$ cat src/rtl/foo_pkg.sv
// Shared types for the foo lane-pair serialiser: lane-pair word layout and output FSM states.
package foo_pkg;

    localparam int unsigned WORD_W    = 64;
    localparam int unsigned NUM_LANES = 2;

    typedef logic [NUM_LANES-1:0][WORD_W-1:0] lane_pair_t;

    typedef enum logic [0:0] {
        ST_LANE0,
        ST_LANE1
    } out_state_t;

endpackage

$ cat src/rtl/foo_pair_fifo.sv
// Single-clock FIFO of lane pairs; a push into a full FIFO is honoured only alongside a pop.
module foo_pair_fifo
    import foo_pkg::*;
#(
    parameter int unsigned DEPTH = 4
) (
    input  logic                       clk_i,
    input  logic                       rst_i,
    input  logic                       push_i,
    input  lane_pair_t                 wdata_i,
    input  logic                       pop_i,
    output lane_pair_t                 head_o,
    output logic                       full_o,
    output logic                       empty_o,
    output logic [$clog2(DEPTH):0]     count_o
);

    localparam int unsigned AW       = $clog2(DEPTH);
    localparam logic [AW:0] FULL_CNT = (AW+1)'(DEPTH);

    lane_pair_t    mem_q [DEPTH];
    logic [AW-1:0] wr_ptr_q, wr_ptr_d;
    logic [AW-1:0] rd_ptr_q, rd_ptr_d;
    logic [AW:0]   count_q, count_d;
    logic          push_ok, pop_ok;

    assign full_o  = (count_q == FULL_CNT);
    assign empty_o = (count_q == '0);
    assign count_o = count_q;
    assign head_o  = mem_q[rd_ptr_q];

    assign pop_ok  = pop_i && !empty_o;
    assign push_ok = push_i && (!full_o || pop_ok);

    always_comb begin
        wr_ptr_d = wr_ptr_q;
        rd_ptr_d = rd_ptr_q;
        count_d  = count_q;
        if (push_ok) wr_ptr_d = wr_ptr_q + 1'b1;
        if (pop_ok)  rd_ptr_d = rd_ptr_q + 1'b1;
        unique case ({push_ok, pop_ok})
            2'b10:   count_d = count_q + 1'b1;
            2'b01:   count_d = count_q - 1'b1;
            default: count_d = count_q;
        endcase
    end

    always_ff @(posedge clk_i) begin
        if (rst_i) begin
            wr_ptr_q <= '0;
            rd_ptr_q <= '0;
            count_q  <= '0;
        end else begin
            wr_ptr_q <= wr_ptr_d;
            rd_ptr_q <= rd_ptr_d;
            count_q  <= count_d;
        end
    end

    // Storage is deliberately left out of reset.
    always_ff @(posedge clk_i) begin
        if (push_ok) mem_q[wr_ptr_q] <= wdata_i;
    end

endmodule

$ cat src/rtl/foo_pair_serializer.sv
// Aligns the foo issue strobe with the lane results, buffers lane pairs and streams them
// out one word at a time (lane 0 then lane 1); overflow is counted, never back-pressured.
module foo_pair_serializer
    import foo_pkg::*;
#(
    parameter int unsigned WIDTH       = 64,
    parameter int unsigned DEPTH       = 4,
    parameter int unsigned FOO_LATENCY = 1,
    parameter int unsigned CNT_W       = 16
) (
    input  logic             clk,
    input  logic             rst,
    input  logic             a_valid,
    input  logic [WIDTH-1:0] x0,
    input  logic [WIDTH-1:0] x1,
    output logic [WIDTH-1:0] out_data,
    output logic             out_lane,
    output logic             out_valid,
    input  logic             out_ready,
    output logic             full,
    output logic             empty,
    output logic [CNT_W-1:0] drop_count
);

    localparam int unsigned AW       = $clog2(DEPTH);
    localparam logic [AW:0] FULL_CNT = (AW+1)'(DEPTH);

    logic       x_valid;
    lane_pair_t pair_in, head;
    logic       push, pop, slot_free;
    logic [AW:0] fifo_count;

    out_state_t       state_q, state_d;
    logic [CNT_W-1:0] drop_q, drop_d;

    if (FOO_LATENCY == 0) begin : g_no_dly
        assign x_valid = a_valid;
    end else begin : g_dly
        logic [FOO_LATENCY-1:0] dly_q;
        always_ff @(posedge clk) begin
            if (rst) begin
                dly_q <= '0;
            end else begin
                dly_q[0] <= a_valid;
                for (int unsigned i = 1; i < FOO_LATENCY; i++) dly_q[i] <= dly_q[i-1];
            end
        end
        assign x_valid = dly_q[FOO_LATENCY-1];
    end

    assign pair_in[0] = WORD_W'(x0);
    assign pair_in[1] = WORD_W'(x1);

    // A pop in this cycle frees the head slot in time for a same-cycle push.
    assign slot_free = (fifo_count < FULL_CNT) || pop;
    assign push      = x_valid && slot_free;

    foo_pair_fifo #(
        .DEPTH (DEPTH)
    ) u_fifo (
        .clk_i   (clk),
        .rst_i   (rst),
        .push_i  (push),
        .wdata_i (pair_in),
        .pop_i   (pop),
        .head_o  (head),
        .full_o  (full),
        .empty_o (empty),
        .count_o (fifo_count)
    );

    always_comb begin
        state_d   = state_q;
        out_valid = 1'b0;
        out_lane  = 1'b0;
        out_data  = '0;
        pop       = 1'b0;
        unique case (state_q)
            ST_LANE0: begin
                out_valid = !empty;
                if (!empty) begin
                    out_data = WIDTH'(head[0]);
                    if (out_ready) state_d = ST_LANE1;
                end
            end
            ST_LANE1: begin
                out_valid = 1'b1;
                out_lane  = 1'b1;
                out_data  = WIDTH'(head[1]);
                if (out_ready) begin
                    pop     = 1'b1;
                    state_d = ST_LANE0;
                end
            end
            default: state_d = ST_LANE0;
        endcase
    end

    always_comb begin
        drop_d = drop_q;
        if (x_valid && !slot_free && (drop_q != '1)) drop_d = drop_q + 1'b1;
    end

    always_ff @(posedge clk) begin
        if (rst) begin
            state_q <= ST_LANE0;
            drop_q  <= '0;
        end else begin
            state_q <= state_d;
            drop_q  <= drop_d;
        end
    end

    assign drop_count = drop_q;

endmodule

$ cat config.mk
export PLATFORM = sky130hd
export DESIGN_NAME = foo_pair_serializer
export DESIGN_NICKNAME = d
export VERILOG_FILES = /design/src/rtl/foo_pkg.sv /design/src/rtl/foo_pair_fifo.sv /design/src/rtl/foo_pair_serializer.sv
export SDC_FILE = /design/constraint.sdc
export NUM_CORES = 1
export LEC_CHECK = 0
export ABC_AREA = 1
export BUFFER_PORTS_ARGS = -buffer_cell sky130_fd_sc_hd__buf_2
export CORE_ASPECT_RATIO = 0.6
export CORE_MARGIN = 5
export CORE_UTILIZATION = 39
export DETAILED_ROUTE_END_ITERATION = 16
export GPL_TIMING_DRIVEN = 0
export HOLD_SLACK_MARGIN = 0.02
export SLEW_MARGIN = 10
export SYNTH_ARGS = -nofsm -noshare
export SYNTH_HDL_FRONTEND = slang
export SYNTH_SLANG_ARGS = --single-unit
$ cat constraint.sdc
create_clock -name clk -period 10.8 [get_ports clk]
set_clock_uncertainty 0.15 [all_clocks]
set_input_delay 1.62 -clock clk [delete_from_list [all_inputs] [get_ports clk]]
set_output_delay 1.62 -clock clk [all_outputs]
set_load 0.005 [all_outputs]
# After elaboration in Yosys (flattened, before gate mapping)

Memories as Yosys holds them, arrays and structs flattened. A register that Yosys moved wholly into a read port is not among the register bits.
Index checks and enable logic that the tools add are counted.

Register bits after elaboration: 25
Bits in writable memories: 512
Input bits: 132
Logic and storage cells: 44
Memories: 1

$add $sub $neg: 5
$lt $le $gt $ge: 1
Eq/ne operators: 4
Mux-type cells: 14
Bitwise operators: 1
Reductions and logical operators: 12

Memory list:

| name         | words | width | rd ports | clocked after memory_dff | wr ports | RTL line            | text |
|---|---|---|---|---|---|---|---|
| u_fifo.mem_q | 4     | 128   | 1        | 1                        | 1        | foo_pair_fifo.sv:21 | `lane_pair_t mem_q [DEPTH];` |

Operators by type and width:

| cell                                             | number |
|---|---|
| one-hot mux 64 bit (2 select lines)              | 1 |
| two-way mux 64 bit                               | 1 |
| adder 16 x 1 -> 16 bit, second input constant    | 1 |
| inequality test 16 bit, second input constant    | 1 |
| two-way mux 1 bit                                | 7 |
| one-hot mux 3 bit (2 select lines)               | 1 |
| logical AND 1 bit                                | 5 |
| adder 2 x 1 -> 2 bit, second input constant      | 2 |
| two-way mux 2 bit                                | 2 |
| one-hot mux 1 bit (2 select lines)               | 2 |
| adder 3 x 1 -> 3 bit, second input constant      | 1 |
| == test 3 bit, second input constant             | 1 |
| zero test 1 bit                                  | 3 |
| zero test 3 bit                                  | 1 |
| < comparator 3 bit, second input constant        | 1 |
| subtractor 3 x 1 -> 3 bit, second input constant | 1 |
| == test 2 x 1 -> 1 bit, second input constant    | 1 |
| == test 2 bit, second input constant             | 1 |
| logical OR 1 bit                                 | 2 |
| nonzero test 2 bit                               | 1 |
| NOT 1 bit                                        | 1 |

# Logic depth before layout (Yosys ltp)

Gate-level depths: netlist of run 1.

Depth after elaboration: 7
Mapped depth: 12

# Cells and area by module

Synthesis of run 1 repeated with hierarchy kept, for this count alone.

Cells, all modules: 1,668
Area total of the unflattened synthesis: 21,782.1 µm²

Modules (own cells, without submodules):

| module              | times used | cells each | area an instance (µm²) | sequential area each (µm²) |
|---|---|---|---|---|
| foo_pair_fifo       | 1          | 1,302      | 19,827.8               | 15,554.9 |
| foo_pair_serializer | 1          | 366        | 1,954.4                | 360.3 |

# Worst setup path before layout of run 1

No wires, ideal clock.

Path type: input port to flip-flop
Start: in out_ready
End: mem u_fifo.mem_q[0][0] (netlist name), enable pin
Arrival: 7.450 ns
Path slack: 2.583 ns
Stages: 4
Path buffers: 0
Path through: nand2_1 -> a21oi_1 -> inv_1 -> nor2_1

Word-level cells in the longest chain between the ends: 7
Elaborated cells on any way between the ends: 9

Ends and longest elaborated chain:

| what                                                  | RTL line                                       | text |
|---|---|---|
| start: declaration                                    | foo_pair_serializer.sv:19                      | `input logic out_ready,` |
| two-way mux 1 bit *                                   | foo_pair_serializer.sv:90                      | `if (out_ready) begin` |
| two-way mux 1 bit *                                   | foo_pair_serializer.sv:78                      | `unique case (state_q)` |
| logical OR 1 bit or logical AND 1 bit (tied branches) | foo_pair_serializer.sv:55, foo_pair_fifo.sv:32 |  |
| logical AND 1 bit or logical OR 1 bit (tied branches) | foo_pair_serializer.sv:56, foo_pair_fifo.sv:33 |  |
| logical AND 1 bit *                                   | foo_pair_fifo.sv:33                            | `assign push_ok = push_i && (!full_o \|\| pop_ok);` |
| two-way mux 1 bit *                                   | foo_pair_fifo.sv:62                            | `if (push_ok) mem_q[wr_ptr_q] <= wdata_i;` |
| two-way mux 1 bit (not written as such) *             | foo_pair_fifo.sv:62                            |  |
| end: declaration                                      | foo_pair_fifo.sv:21                            |  |

Every way passes the cells marked *; elsewhere a longest branch is shown, timed or not.

# Worst setup path in the final report of run 1

Start: reg state_q
End: out out_data[38]

Word-level cells in the longest chain between the ends: 2

Ends and longest elaborated chain:

| what                                  | RTL line                   | text |
|---|---|---|
| start: declaration                    | foo_pair_serializer.sv:33  | `out_state_t state_q, state_d;` |
| start signal: assignment              | foo_pair_serializer.sv:109 | `state_q <= state_d;` |
| NOT 1 bit                             | -                          |  |
| one-hot mux 64 bit (2 select lines) * | foo_pair_serializer.sv:78  |  |
| end: declaration                      | foo_pair_serializer.sv:16  | `output logic [WIDTH-1:0] out_data,` |

Marked as above.

==> metrics.txt, run 1 <==
Placer Congestion=0.827; worst hold path class=reg -> reg; CTS buffer count=~50; commonest cells after routing, fill and taps aside=edfxtp_1 (512), nor2_1 (286), buf_2 (238), nand2_1 (196), o21ai_0 (140); largest net degree at the start of global routing=27; CP Launch Type=register; Tightest Pin Transition=~1.3 ns; Resize count post-CTS=0; synth-to-layout area growth=19.0%; clk root buf=clkbuf_16; HPWL reported at the end of detailed placement=approximately 38 mm; worst skew pair latency=0.56 ns; Power, Total=about 4400 uW; largest family of logic cells by synthesized area=simple AND/OR/NAND/NOR gates; Mapped Cells=between 1500 and 2000; Ys Warns=0; register area=15900 um^2; Seq/Total Area, Yosys=between 70% and 80%; grt met3 use=under 10%; Avg Cell Area, Syn=between 10 and 15 um^2; DRT antenna net count=0; via count=14000; CTS tree=built; hold-fix buffers at CTS=0; Syn Nets=roughly 1700; status=finished, final reports clean; Synth Area in Compound Gates=between 8 and 9%; layout cells sized above 1=~18%; CP Max Fanout=10; met2 Track Usage GR=around 29%; final hold vios=0; Cell Rows=between 60 and 70; CTS max path bufs=3; most common cell after layout, fill and taps aside=edfxtp_1; multi-input logic area=approximately 4800 um^2; Routed WL=roughly 57 mm; mux cell area share after synthesis=3.00%; RSZ-0062 raised after global routing=false; Starting Density=39.5%; GRT overflow=0; Starting DRT DRC Count=between 1000 and 1500; min Tclk post-route=~4.8 ns; final design area excluding fillers=about 25000 um^2; adder-cell share of the synthesized area=less than 1%; DRC violations left=0; vias in the first global route=13700; first-pass GRT wire length=85.9 mm; Post-DP Area=between 20000 and 25000 um^2; synthesized flop and latch total=about 540; fill count=4792; simple-gate share of the synthesized area=10.5%; Critical Path Most Common Cell=clkbuf_1; Distinct cells, synth=28; H-tree levels=2; XOR/XNOR share of the synthesized area=less than 1%; CP Class=reg -> out; Post-CTS Setup Inserts=0; GR Layer Usage met1=27.3%; final-report max-slew violation count=0; vias per inst=5.29; Die Ht=~190 um; worst path cell trace=inv_1 -> clkbuf_1 -> clkbuf_1 -> nand3_1 -> nand2_1 -> buf_2; DIE AREA=~60000 um^2; clock sinks=~540; CTS clk-pin slew, worst paths=roughly 0.07 ns; max frequency=approximately 210 MHz; FF-to-FF setup slack=7.63 ns; max incr delay on CP=0.98 ns; PortBufs=about 210; GRT Max-Usage Layer=met2; final period utilization=44.3%; Worst Reg-to-Reg Cells=7; antenna violations before repair=22; Leak=0.00880 uW; Worst slew margin=between 10% and 20%; crit path DAT=just over 3 ns; Critical Path RT=around 9.0 ns; drt pass-1 iters=5; Die Width=about 310 um; max_cap viols=0; PD cells=173 nW/um^2; mapped cell area=21400 um^2; Layout Nets=roughly 2000; Setup Viol. Count Final=0; overall routing resource usage=18.7%; CP endpoint kind=output port; critical path's slowest cell=clkbuf_1; WL per Instance=approximately 22 um; IO Pins=around 220; VDD IR max=approximately 130 uV; Min-Delay Path Depth=2; core area=54200 um^2
==> synth_stat cells <==
| cell | instances | area (um^2) |
|---|---|---|
| a21oi_1 | 22 | 110 |
| and2_1 | 1 | 6.26 |
| buf_1 | 7 | 26.3 |
| buf_12 | 5 | 100 |
| buf_2 | 24 | 120 |
| buf_4 | 9 | 67.6 |
| buf_6 | 3 | 33.8 |
| clkbuf_1 | 54 | 203 |
| dfxtp_1 | 27 | 541 |
| edfxtp_1 | 512 | 15400 |
| fa_1 | 1 | 20.0 |
| ha_1 | 5 | 62.6 |
| inv_1 | 29 | 109 |
| inv_2 | 2 | 7.51 |
| mux2i_1 | 64 | 641 |
| nand2_1 | 196 | 736 |
| nand2_2 | 1 | 6.26 |
| nand3_1 | 71 | 355 |
| nand4_1 | 2 | 12.5 |
| nor2_1 | 290 | 1090 |
| nor2_2 | 4 | 25.0 |
| nor3_1 | 2 | 10.0 |
| o211ai_1 | 1 | 7.51 |
| o21ai_0 | 140 | 701 |
| o22ai_1 | 64 | 400 |
| o32ai_1 | 64 | 561 |
| xnor2_1 | 3 | 26.3 |
| xor2_1 | 3 | 26.3 |
==> layer usage <==
metal	share of wire, %	up-vias
li1	-	6497
met1	46	6900
met2	44	473
met3	8.2	106
met4	1.8	32
met5	0.36	-
==> state kept, by name (all words and copies together) (netlist names), named ones only <==
register	cells
u_fifo.mem_q	512
drop_count	16
u_fifo.count_o	3
u_fifo.rd_ptr_q	2
u_fifo.wr_ptr_q	2
g_dly.dly_q	1
state_q	1
==> per-stage QoR <==
step | TNS [ns] | util, % | worst slack, ns | cells | hold slack [ns]
after floorplan | 0 | - | 2.58 | 1606 | 0.286
after global placement | -1051.02 | 43.1 | -2.31 | 2534 | 0.305
after detailed placement | 0 | 44.0 | 6.43 | 2555 | 0.312
after CTS | 0 | 46.9 | 6.04 | 2645 | 0.328
after global routing | 0 | 46.9 | 5.82 | 2645 | 0.340
final | 0 | 47.0 | 6.01 | 2649 | 0.327
==> final timing paths <==
check | start | to
worst max-delay path | state_q | out_data[38]
worst min-delay path | u_fifo.rd_ptr_q[1] | u_fifo.rd_ptr_q[1]
worst max register to register | state_q | u_fifo.mem_q[1][40]
worst min register to register | u_fifo.rd_ptr_q[1] | u_fifo.rd_ptr_q[1]
==> power breakdown <==
group / internal [uW] / leakage (uW) / total (uW) / switching (uW)
registers: 2340 / 0.00487 / 2350 / 11.4
clock network: 1030 / 0.000790 / 1780 / 750
logic: 99.2 / 0.00314 / 285 / 186
total: 3470 / 0.00880 / 4410 / 948
==> cells by family after synthesis <==
kind of cell | count (synthesis)
AND/OR/NAND/NOR | 567
flip-flops | 539
AO/OA/AOI/OAI | 291
buffers and inverters | 133
multiplexers | 64
XOR/XNOR | 6
adder cells (fa/ha/maj) | 6
==> critical path, delay by kind of cell (launching register included) <==
family,cells,cell delay [ns]
buf+inv,4,1.73
flops,1,0.40
simple gates,2,0.31
==> layout make-up <==
| type | count | share of cell area, % |
|---|---|---|
| Tap cell | 714 | 3.51 |
| Clock inverter | 26 | 1.16 |
| Buffer | 102 | 2.16 |
| Timing Repair Buffer | 235 | 5.95 |
| Clock buffer | 64 | 5.21 |
| Inverter | 31 | 0.457 |
| Multi-Input combinational cell | 934 | 19.0 |
| Antenna cell | 4 | 0.0393 |
| Sequential cell | 539 | 62.6 |
(Power assumes the default switching activity.)
==> run 2, diff against run 1 <==
--- a/config.mk
+++ b/config.mk
@@ -5,7 +5,7 @@
 export SDC_FILE = /design/constraint.sdc
 export NUM_CORES = 1
 export LEC_CHECK = 0
-export ABC_AREA = 1
+export ABC_AREA = 0
 export BUFFER_PORTS_ARGS = -buffer_cell sky130_fd_sc_hd__buf_2
 export CORE_ASPECT_RATIO = 0.6
 export CORE_MARGIN = 5
==> constraint.sdc (replaced) <==
create_clock -name clk -period 4.9 [get_ports clk]
set_clock_uncertainty 0.15 [all_clocks]
set_input_delay 0.735 -clock clk [delete_from_list [all_inputs] [get_ports clk]]
set_output_delay 0.735 -clock clk [all_outputs]
set_load 0.005 [all_outputs]
==> run 2 against run 1 <==
Core utilization shrank 0.37 points. Synthesized cell count shrank 44%. Critical path depth shrank 1. Highest routed layer unchanged. Sequential power grew 120%. Critical path type unchanged. Largest power group unchanged. Cell area shrank 4.4%. Sequential cell count is the same. Combinational power grew 120%. Clock-buffer cell count is the same. Worst hold slack lost 0.096 ns. Synthesized area shrank 4.5%. Die area shrank 4.3%. Clock power grew 120%.
==> metrics.txt, run 2 <==
status=finished, final reports clean; dominant cell type by area after synthesis=edfxtp_1; Seq/Total Area, Yosys=between 70 and 80%; commonest cells after routing, fill and taps aside=edfxtp_1 (512), buf_2 (237), mux4_2 (128), a22o_1 (64), clkbuf_16 (53); Routed WL=~44 mm; most frequent cell after synthesis=edfxtp_1; CP Launch Type=register; PortBufs=215; max FFs per register=512; IO Pins=216; CTS clk-pin slew, worst paths=roughly 0.070 ns; most common cell after layout, fill and taps aside=edfxtp_1; final-report max-slew violation count=0; Critical Path RT=about 4 ns; fill count=approximately 4400; max_cap viols=0; VDD IR max=roughly 310 uV; final period utilization=80.6%; placed cells=approximately 1800; H-tree levels=2; DIE AREA=between 50000 and 60000 um^2; worst path cell trace=clkbuf_1 -> clkbuf_1 -> mux4_2 -> a22o_1 -> buf_2; Critical Path Most Common Cell=clkbuf_1; min Tclk post-route=around 3.9 ns; Finished Layout Cells=about 1900; Setup Viol. Count Final=0; Synth area leaders=edfxtp_1 (75%), mux4_2 (14%), a22o_1 (2.7%), dfxtp_1 (2.6%), buf_2 (0.54%); crit path DAT=3.06 ns; Tightest Pin Transition=~0.94 ns; Synth Flop Type=edfxtp_1; share of the synthesized area in the top cell type=around 75%; via count=approximately 10000; CTS tree=built; Layout Nets=1324; CP Max Fanout=11; asr flop ratio synth=0%; RSZ-0062 raised after global routing=false; Distinct cells, synth=39; Worst slew margin=a little under two fifths; Ys Warns=0; max frequency=253 MHz; synth-to-layout area growth=19.1%; Setup WS pre-CTS=around 1.4 ns; max incr delay on CP=0.69 ns; Commonest cells post-synth=edfxtp_1 (512), mux4_2 (128), a22o_1 (64); WL per Instance=between 20 and 25 um; vias in the first global route=approximately 10000; mapped cell area=around 20000 um^2; synthesized flop and latch total=539; HPWL reported at the end of detailed placement=27.9 mm; Post-synth EDFFs=around 500; Cell Rows=65; first-pass GRT wire length=around 67 mm; Starting Density=39.1%; Mapped Cells=between 900 and 1000; clk root buf=clkbuf_16; register with the most flip-flops=u_fifo.mem_q; GRT overflow=0; CP endpoint kind=output port; critical path's slowest cell=clkbuf_1; PD cells=398 nW/um^2; Starting DRT DRC Count=between 700 and 800; CTS buffer count=between 50 and 60; DRC violations left=0; vias per inst=around 5.2; final hold vios=0; Placer Congestion=just under 0.8; Setup WS post-layout=0.952 ns; Post-CTS Setup Inserts=0; Resize count post-CTS=0; DRT antenna net count=0; Die Width=between 300 and 400 um; worst hold path class=in -> reg; antenna violations before repair=9; drt pass-1 iters=5; core area=52200 um^2; CTS max path bufs=3; clock sinks=539; largest net degree at the start of global routing=between 40 and 50; Leak=a little over 0.008 uW; Syn Nets=1044; worst skew pair latency=~0.57 ns; Avg Cell Area, Syn=roughly 23 um^2; register area=approximately 16000 um^2; overall routing resource usage=between 10% and 20%; layout cells sized above 1=a little under two fifths; CP Class=reg -> out; Die Ht=roughly 190 um; hold-fix buffers at CTS=0; multi-input logic area=~4300 um^2
## run 2: cell types whose count changed after synthesis, moves of 9 or more
cell	delta
a22o_1	+64
buf_4	-9
clkbuf_1	-32
inv_1	-24
mux2i_1	-63
mux4_2	+128
nand2_1	-187
nand3_1	-67
nor2_1	-279
o21ai_0	-134
o22ai_1	-64
o32ai_1	-63
## run 2: cell families after synthesis
kind of cell | count (synthesis) | share of synthesized area, %
adder cells (fa/ha/maj) | 6 | 0.404
XOR/XNOR | 3 | 0.129
AND/OR/NAND/NOR | 72 | 2.14
multiplexers | 133 | 14.4
AO/OA/AOI/OAI | 100 | 3.87
flip-flops | 539 | 77.9
buffers and inverters | 53 | 1.15
## run 2: final cells by class
class,count,share of cell area [%]
inverter,5,0.0771
clock inverter,28,0.998
clock buffer,64,5.70
sequential,539,65.4
tap,703,3.61
multi-input combinational,314,17.6
antenna,3,0.0309
buffer,48,0.884
timing repair buffer,227,5.67
## run 2: critical path, delay by kind of cell (launching register included)
kind	cells	cell delay [ns]
muxes	1	0.45
buffers and inverters	3	1.46
DFF	1	0.32
AOI/OAI and AO/OA	1	0.25
## run 2: layer usage
layer	vias up	part of all wire, %	global-route usage (%)
li1	4455	-	-
met1	5294	46	22.7
met2	266	46	23.4
met3	81	6.0	3.52
met4	12	1.8	3.00
met5	-	0.18	0
## run 2: stage by stage
stage               cell area [um^2]  hold WS [ns]   TNS, ns  power [uW]  util (%)
finish                         24300         0.231         0        9680      46.6
global placement               22400         0.319  -1442.45        5920      42.9
floorplan                      20400         0.327         0        5590         -
global route                   24300         0.193         0       10100      46.6
detailed placement             22700         0.355         0        5930      43.5
CTS                            24300         0.185         0        9820      46.6
## run 2: path summary, 6_finish.rpt
check,startpoint,to,slack [ns],cells past startpoint
hold / removal,x0[12],u_fifo.mem_q[3][12],0.23,1
hold reg to reg,drop_count[14],drop_count[14],0.37,2
setup / recovery,register,out_data[47],0.95,5
setup reg to reg,state_q,u_fifo.mem_q[1][88],2.14,6
## run 2: power breakdown
group	switching, uW	internal [uW]
clock	1660	2210
sequential	24.5	5160
combinational	354	279
